<file path="src/rtl/flappy_pkg.sv">
// rtl/flappy_pkg.sv - shared game-state type, BCD constant and counter-width helper
package flappy_pkg;

    typedef enum logic [1:0] {
        S_IDLE  = 2'd0,
        S_PLAY  = 2'd1,
        S_DYING = 2'd2,
        S_OVER  = 2'd3
    } game_state_t;

    localparam logic [3:0] BCD_NINE = 4'd9;

    // Width of a down-counter that must hold cycles-1; never narrower than one bit.
    function automatic int freeze_w(input int cycles);
        return (cycles <= 2) ? 1 : $clog2(cycles);
    endfunction

endpackage

</file>
<file path="src/rtl/score_sequencer_if.sv">
// rtl/score_sequencer_if.sv - game event inputs and score/status outputs of the sequencer
interface score_sequencer_if #(
    parameter int NDIG = 3
);
    logic                  start_in;
    logic                  pass_in;
    logic                  hit_in;
    logic [4*NDIG-1:0]     score;
    logic [4*NDIG-1:0]     high;
    logic                  playing;
    logic                  game_over;
    logic                  new_high;

    // Game logic / stimulus side: drives events, observes score and status.
    modport master (
        output start_in, pass_in, hit_in,
        input  score, high, playing, game_over, new_high
    );

    // Sequencer side.
    modport slave (
        input  start_in, pass_in, hit_in,
        output score, high, playing, game_over, new_high
    );
endinterface

</file>
<file path="src/rtl/score_sequencer_bcd_digit.sv">
// rtl/score_sequencer_bcd_digit.sv - one BCD score digit with clear, increment and carry
module bcd_digit
    import flappy_pkg::*;
(
    input  logic       clk,
    input  logic       rst_n,
    input  logic       clr,
    input  logic       inc_in,
    output logic [3:0] q,
    output logic       carry_out
);

    logic [3:0] q_q;
    logic [3:0] q_d;

    // Next digit value: clear wins over increment, 9 wraps to 0.
    always_comb begin
        q_d = q_q;
        if (clr) begin
            q_d = 4'd0;
        end else if (inc_in) begin
            q_d = (q_q == BCD_NINE) ? 4'd0 : q_q + 4'd1;
        end
    end

    // Digit register.
    always_ff @(posedge clk or negedge rst_n) begin
        if (!rst_n) begin
            q_q <= 4'd0;
        end else begin
            q_q <= q_d;
        end
    end

    assign q         = q_q;
    assign carry_out = inc_in & (q_q == BCD_NINE);

endmodule

</file>
<file path="src/rtl/score_sequencer.sv">
// rtl/score_sequencer.sv - game-flow FSM owning the BCD score and high-score registers
module score_sequencer
    import flappy_pkg::*;
#(
    parameter int NDIG          = 3,
    parameter int FREEZE_CYCLES = 50
) (
    input  logic               clk,
    input  logic               rst_n,
    score_sequencer_if.slave   bus
);

    localparam int            FW          = freeze_w(FREEZE_CYCLES);
    localparam logic [FW-1:0] FREEZE_LOAD = FW'(FREEZE_CYCLES - 1);

    game_state_t         state_q, state_d;
    logic [FW-1:0]       cnt_q, cnt_d;
    logic                start_q, start_d;
    logic                pass_q, pass_d;
    logic [4*NDIG-1:0]   high_q, high_d;
    logic                new_high_q, new_high_d;
    logic                playing_q, playing_d;
    logic                game_over_q, game_over_d;

    logic                start_rise;
    logic                pass_rise;
    logic                score_clr;
    logic                score_inc;
    logic                saturated;
    logic [NDIG-1:0]     is_nine;
    logic [NDIG:0]       carry;
    logic [4*NDIG-1:0]   score_w;
    logic                unused_top_carry;

    assign start_rise = bus.start_in & ~start_q;
    assign pass_rise  = bus.pass_in & ~pass_q;
    assign saturated  = &is_nine;

    // Increments stop at all-nines, so the top digit's carry never leaves the chain.
    assign carry[0]         = score_inc & ~saturated;
    assign unused_top_carry = carry[NDIG];

    genvar k;
    generate
        for (k = 0; k < NDIG; k++) begin : g_dig
            bcd_digit u_dig (
                .clk       (clk),
                .rst_n     (rst_n),
                .clr       (score_clr),
                .inc_in    (carry[k]),
                .q         (score_w[4*k +: 4]),
                .carry_out (carry[k+1])
            );
            assign is_nine[k] = (score_w[4*k +: 4] == BCD_NINE);
        end
    endgenerate

    // Game flow: next state, freeze countdown, score control and high-score capture.
    always_comb begin
        state_d     = state_q;
        cnt_d       = cnt_q;
        high_d      = high_q;
        new_high_d  = new_high_q;
        start_d     = bus.start_in;
        pass_d      = bus.pass_in;
        score_clr   = 1'b0;
        score_inc   = 1'b0;

        case (state_q)
            S_IDLE: begin
                if (start_rise) begin
                    state_d   = S_PLAY;
                    score_clr = 1'b1;
                end
            end
            S_PLAY: begin
                // A collision in the same cycle as a pass forfeits that point.
                if (bus.hit_in) begin
                    state_d = S_DYING;
                    cnt_d   = FREEZE_LOAD;
                end else if (pass_rise) begin
                    score_inc = 1'b1;
                end
            end
            S_DYING: begin
                if (cnt_q == '0) begin
                    state_d = S_OVER;
                    // BCD digits are 0..9, so unsigned compare orders scores correctly.
                    if (score_w > high_q) begin
                        high_d     = score_w;
                        new_high_d = 1'b1;
                    end else begin
                        new_high_d = 1'b0;
                    end
                end else begin
                    cnt_d = cnt_q - FW'(1);
                end
            end
            S_OVER: begin
                if (start_rise) begin
                    state_d    = S_PLAY;
                    score_clr  = 1'b1;
                    new_high_d = 1'b0;
                end
            end
            default: begin
                state_d = S_IDLE;
            end
        endcase

        playing_d   = (state_d == S_PLAY);
        game_over_d = (state_d == S_DYING) || (state_d == S_OVER);
    end

    // State, counter, edge-detect and registered status outputs.
    always_ff @(posedge clk or negedge rst_n) begin
        if (!rst_n) begin
            state_q     <= S_IDLE;
            cnt_q       <= '0;
            start_q     <= 1'b0;
            pass_q      <= 1'b0;
            high_q      <= '0;
            new_high_q  <= 1'b0;
            playing_q   <= 1'b0;
            game_over_q <= 1'b0;
        end else begin
            state_q     <= state_d;
            cnt_q       <= cnt_d;
            start_q     <= start_d;
            pass_q      <= pass_d;
            high_q      <= high_d;
            new_high_q  <= new_high_d;
            playing_q   <= playing_d;
            game_over_q <= game_over_d;
        end
    end

    assign bus.score     = score_w;
    assign bus.high      = high_q;
    assign bus.playing   = playing_q;
    assign bus.game_over = game_over_q;
    assign bus.new_high  = new_high_q;

endmodule

</file>
<file path="src/flat_wrapper.sv">
// flat-port wrapper written by rule: the top's interface ports become plain ports
module score_sequencer_flat import flappy_pkg::*;
#(
    parameter int NDIG          = 3,
    parameter int FREEZE_CYCLES = 50
)
  (clk, rst_n, bus_start_in, bus_pass_in, bus_hit_in, bus_score, bus_high, bus_playing, bus_game_over, bus_new_high);
  score_sequencer_if #(.NDIG(NDIG)) bus_i ();
  input  logic clk;
  input  logic rst_n;
  input wire logic [$bits(bus_i.start_in)-1:0] bus_start_in;
  input wire logic [$bits(bus_i.pass_in)-1:0] bus_pass_in;
  input wire logic [$bits(bus_i.hit_in)-1:0] bus_hit_in;
  output wire logic [$bits(bus_i.score)-1:0] bus_score;
  output wire logic [$bits(bus_i.high)-1:0] bus_high;
  output wire logic [$bits(bus_i.playing)-1:0] bus_playing;
  output wire logic [$bits(bus_i.game_over)-1:0] bus_game_over;
  output wire logic [$bits(bus_i.new_high)-1:0] bus_new_high;
  assign bus_i.start_in = bus_start_in;
  assign bus_i.pass_in = bus_pass_in;
  assign bus_i.hit_in = bus_hit_in;
  assign bus_score = bus_i.score;
  assign bus_high = bus_i.high;
  assign bus_playing = bus_i.playing;
  assign bus_game_over = bus_i.game_over;
  assign bus_new_high = bus_i.new_high;
  score_sequencer #(.NDIG(NDIG), .FREEZE_CYCLES(FREEZE_CYCLES)) u_core (.clk(clk), .rst_n(rst_n), .bus(bus_i));
endmodule
</file>
<file path="config.mk">
export PLATFORM = sky130hd
export DESIGN_NAME = score_sequencer_flat
export DESIGN_NICKNAME = d
export VERILOG_FILES = /design/src/rtl/flappy_pkg.sv /design/src/rtl/score_sequencer_if.sv /design/src/rtl/score_sequencer_bcd_digit.sv /design/src/rtl/score_sequencer.sv /design/src/flat_wrapper.sv
export SDC_FILE = /design/constraint.sdc
export NUM_CORES = 1
export LEC_CHECK = 0
export ABC_AREA = 1
export BUFFER_PORTS_ARGS = -buffer_cell sky130_fd_sc_hd__clkbuf_2
export CORE_ASPECT_RATIO = 0.5
export CORE_MARGIN = 2
export CORE_UTILIZATION = 50
export DETAILED_ROUTE_END_ITERATION = 16
export PLACE_DENSITY = 0.71
export RECOVER_POWER = 100
export SLEW_MARGIN = 20
export SYNTH_ARGS = -nofsm -noshare
export SYNTH_HDL_FRONTEND = slang
export SYNTH_SLANG_ARGS = --single-unit
</file>
<file path="constraint.sdc">
create_clock -name clk -period 3.55 [get_ports clk]
set_clock_uncertainty 0.05 [all_clocks]
set_input_delay 0.71 -clock clk [delete_from_list [all_inputs] [get_ports clk]]
set_output_delay 0.71 -clock clk [all_outputs]
set_load 0.05 [all_outputs]
</file>
==> impl_metrics.tcl <==
set metrics [dict create \
    outcome "finished with violations" \
    violations "max-capacitance violations, max-slew violations" \
    fin_nets 350 \
    yosysWarnings 0 \
    cp_max_fo 14 \
    gr-total-overflow 0 \
    synthTopCellsByArea "dfrtp_1, nand2_1, ha_1" \
    tritoncts "built" \
    grt_pass1_wl_um 7659 \
    crit_type "reg2reg" \
    ios 32 \
    cp.arrival_ps 2480 \
    postSynthCellCount 289 \
    initial_core_util_pct 51.36 \
    grt_max_degree 38 \
    io_buffers 31 \
    die_area_um2 5039 \
    antenna_found_initial 0 \
    hold_buffers 0 \
    synth_top_area_cell "dfrtp_1" \
    use_met3_pct 4.651 \
    use_met2_pct 32.99 \
    ant_nets 0 \
    first_global_vias 1734 \
    cts-root-buf "clkbuf_8" \
    tns_ps 0 \
    syn_to_final_growth_pct 11.06 \
    met1_usage_pct 25.02 \
    worst_slew_pin_slew_ps 1980 \
    dp.final_hpwl_um 3278 \
    hold_viol_final 0 \
    synth_fp_nets 316 \
    avgViaCountPerCell 5.000 \
    die_height_um 51.21 \
    cellLeakagePower_uw 0.001332 \
    num_vias 1900 \
    core_area_um2 4339 \
    seq_area_frac_synth_pct 41.55 \
    synth_seq_cells 37 \
    cap_viol_max_count 1 \
    busiest_layer "met2" \
    diodes 0 \
    fmax_mhz 426.8 \
    setup_viol 0 \
    num_rows 17 \
    synth_cell_type_count 24 \
    layout.cells.non_filler 380 \
    cts_resized 0 \
    ir_worst_vdd_uv 269.3 \
    period_share_pct 66.01 \
    cts.sinks 37 \
    die_w_um 98.41 \
    dp_cells 373 \
    required_ps 3680 \
    syn_area_um2 2228 \
    htreeDepth 2 \
    clk_pin_slew_ps 70 \
    fillCellCount 422 \
    crit_path_start_kind "flip-flop" \
    cts_buffer_depth 2 \
    gp_congestion 0.8141 \
    drc 0 \
    fin_crit_ps 2343 \
    min_path_type "reg2reg" \
    post_cts_buffers 0 \
    crit_path_end_kind "flip-flop" \
    wire_per_inst_um 11.70 \
    totalWireLength_um 4447 \
    drv_slew 38 \
    slew_headroom_pct -31.98 \
    clk_latency_ps 300 \
    track_usage_pct 19.70 \
    drt-initial-drc-count 122 \
    rsz0062_at_grt "no" \
    syn_area_per_cell_um2 7.711 \
    power_density_nw_per_um2 673.2 \
    total_power_uw 1666 \
    holdWs_ps 431.0 \
    drive_above_1_share_pct 3.406 \
    synth_top_area_share_pct 41.55 \
    first_pass_iters 4 \
    cts_buffers 5 \
]
==> cells in the final DEF (no fill, tap or decap), drive strengths merged <==
cell and instances:
a21oi 7, clkbuf 38, nand4 2, ha 22, dfrtp 37, nor3 4, o21ai 16, o22ai 1
or2 1, nand2 85, xnor2 2, a21o 1, xor2 6, o21a 1, nand3b 1, nand3 34
nor2 20, inv 45
==> metrics by stage <==
| stage | util [%] | instance area [µm²] | setup WS [ps] |
|---|---|---|---|
| after floorplan | - | 2228 | 1584 |
| after global placement | 55.94 | 2427 | 1341 |
| after detailed placement | 55.94 | 2427 | 1264 |
| after CTS | 57.93 | 2514 | 1225 |
| after global routing | 57.04 | 2475 | 959.0 |
| final | 57.04 | 2475 | 1207 |
==> worst max-delay path, stage by stage (launching register included) <==
cell	delay, ps
dfrtp_1	480
ha_1	320
nand2_1	60
inv_1	50
nand2_1	70
nor2_1	160
nand2_1	70
nand3_1	360
nand2_1	380
nand2_1	160
nand2_1	60
==> cells by family after synthesis <==
group | share of synthesized area, %
simple gates | 28.02
flops | 41.55
compound gates | 6.121
fa+ha+maj | 12.35
buf+inv | 8.815
xor+xnor | 3.144
==> state kept, by name (all words and copies together) (netlist names) <==
| name | flops |
|---|---|
| u_core.bus.game_over | 1 |
| u_core.bus.playing | 1 |
| u_core.bus.new_high | 1 |
| u_core.state_q | 2 |
| u_core.cnt_q | 6 |
| u_core.bus.high | 12 |
| u_core.start_q | 1 |
| u_core.pass_q | 1 |
| u_core.g_dig.u_dig.q | 12 |
==> report_power, final <==
group	total [µW]	internal, µW	leakage (µW)	switching, µW
clock network	299	154	0.0000443	145
logic	775	216	0.000801	558
registers	592	506	0.000487	86.2
==> path summary, 6_finish.rpt <==
kind,from,cells past startpoint,endpoint,slack [ps]
max,u_core.g_dig[2].u_dig.q[2],10,u_core.bus.high[8],1210
min,u_core.cnt_q[5],2,u_core.cnt_q[5],430
max reg2reg,u_core.g_dig[2].u_dig.q[2],10,u_core.bus.high[8],1210
min reg2reg,u_core.cnt_q[5],2,u_core.cnt_q[5],430
max in group asynchronous,rst_n,1,u_core.bus.high[10],1390
min in group asynchronous,rst_n,1,u_core.cnt_q[0],910
==> area by class of cell <==
cell class	instances	area, µm²	share of cell area (%)
multi-input combinational	203	1104	44.59
inverter	45	168.9	6.825
sequential	37	925.9	37.41
tap	57	71.32	2.882
clock buffer	7	86.33	3.488
timing repair buffer	31	118.9	4.803
==> synthesized netlist by cell type <==
master	n
o22ai_1	1
buf_6	1
ha_1	22
nand3b_1	1
nor3_4	1
nor2_2	1
or2_2	1
inv_1	43
nand2_1	85
buf_4	1
o21ai_0	16
nor2_1	19
inv_2	2
nand4_1	2
a21oi_1	7
nand3_1	34
xor2_1	6
clkbuf_1	1
dfrtp_1	37
o21a_1	1
a21o_1	1
nor3_1	3
buf_2	1
xnor2_1	2
==> metal layers <==
metal | up-vias | share of wire (%)
li1 | 984 | -
met1 | 875 | 50
met2 | 33 | 44
met3 | 8 | 4.1
met4 | 0 | 1.8
met5 | - | 0
(Power assumes the default switching activity.)
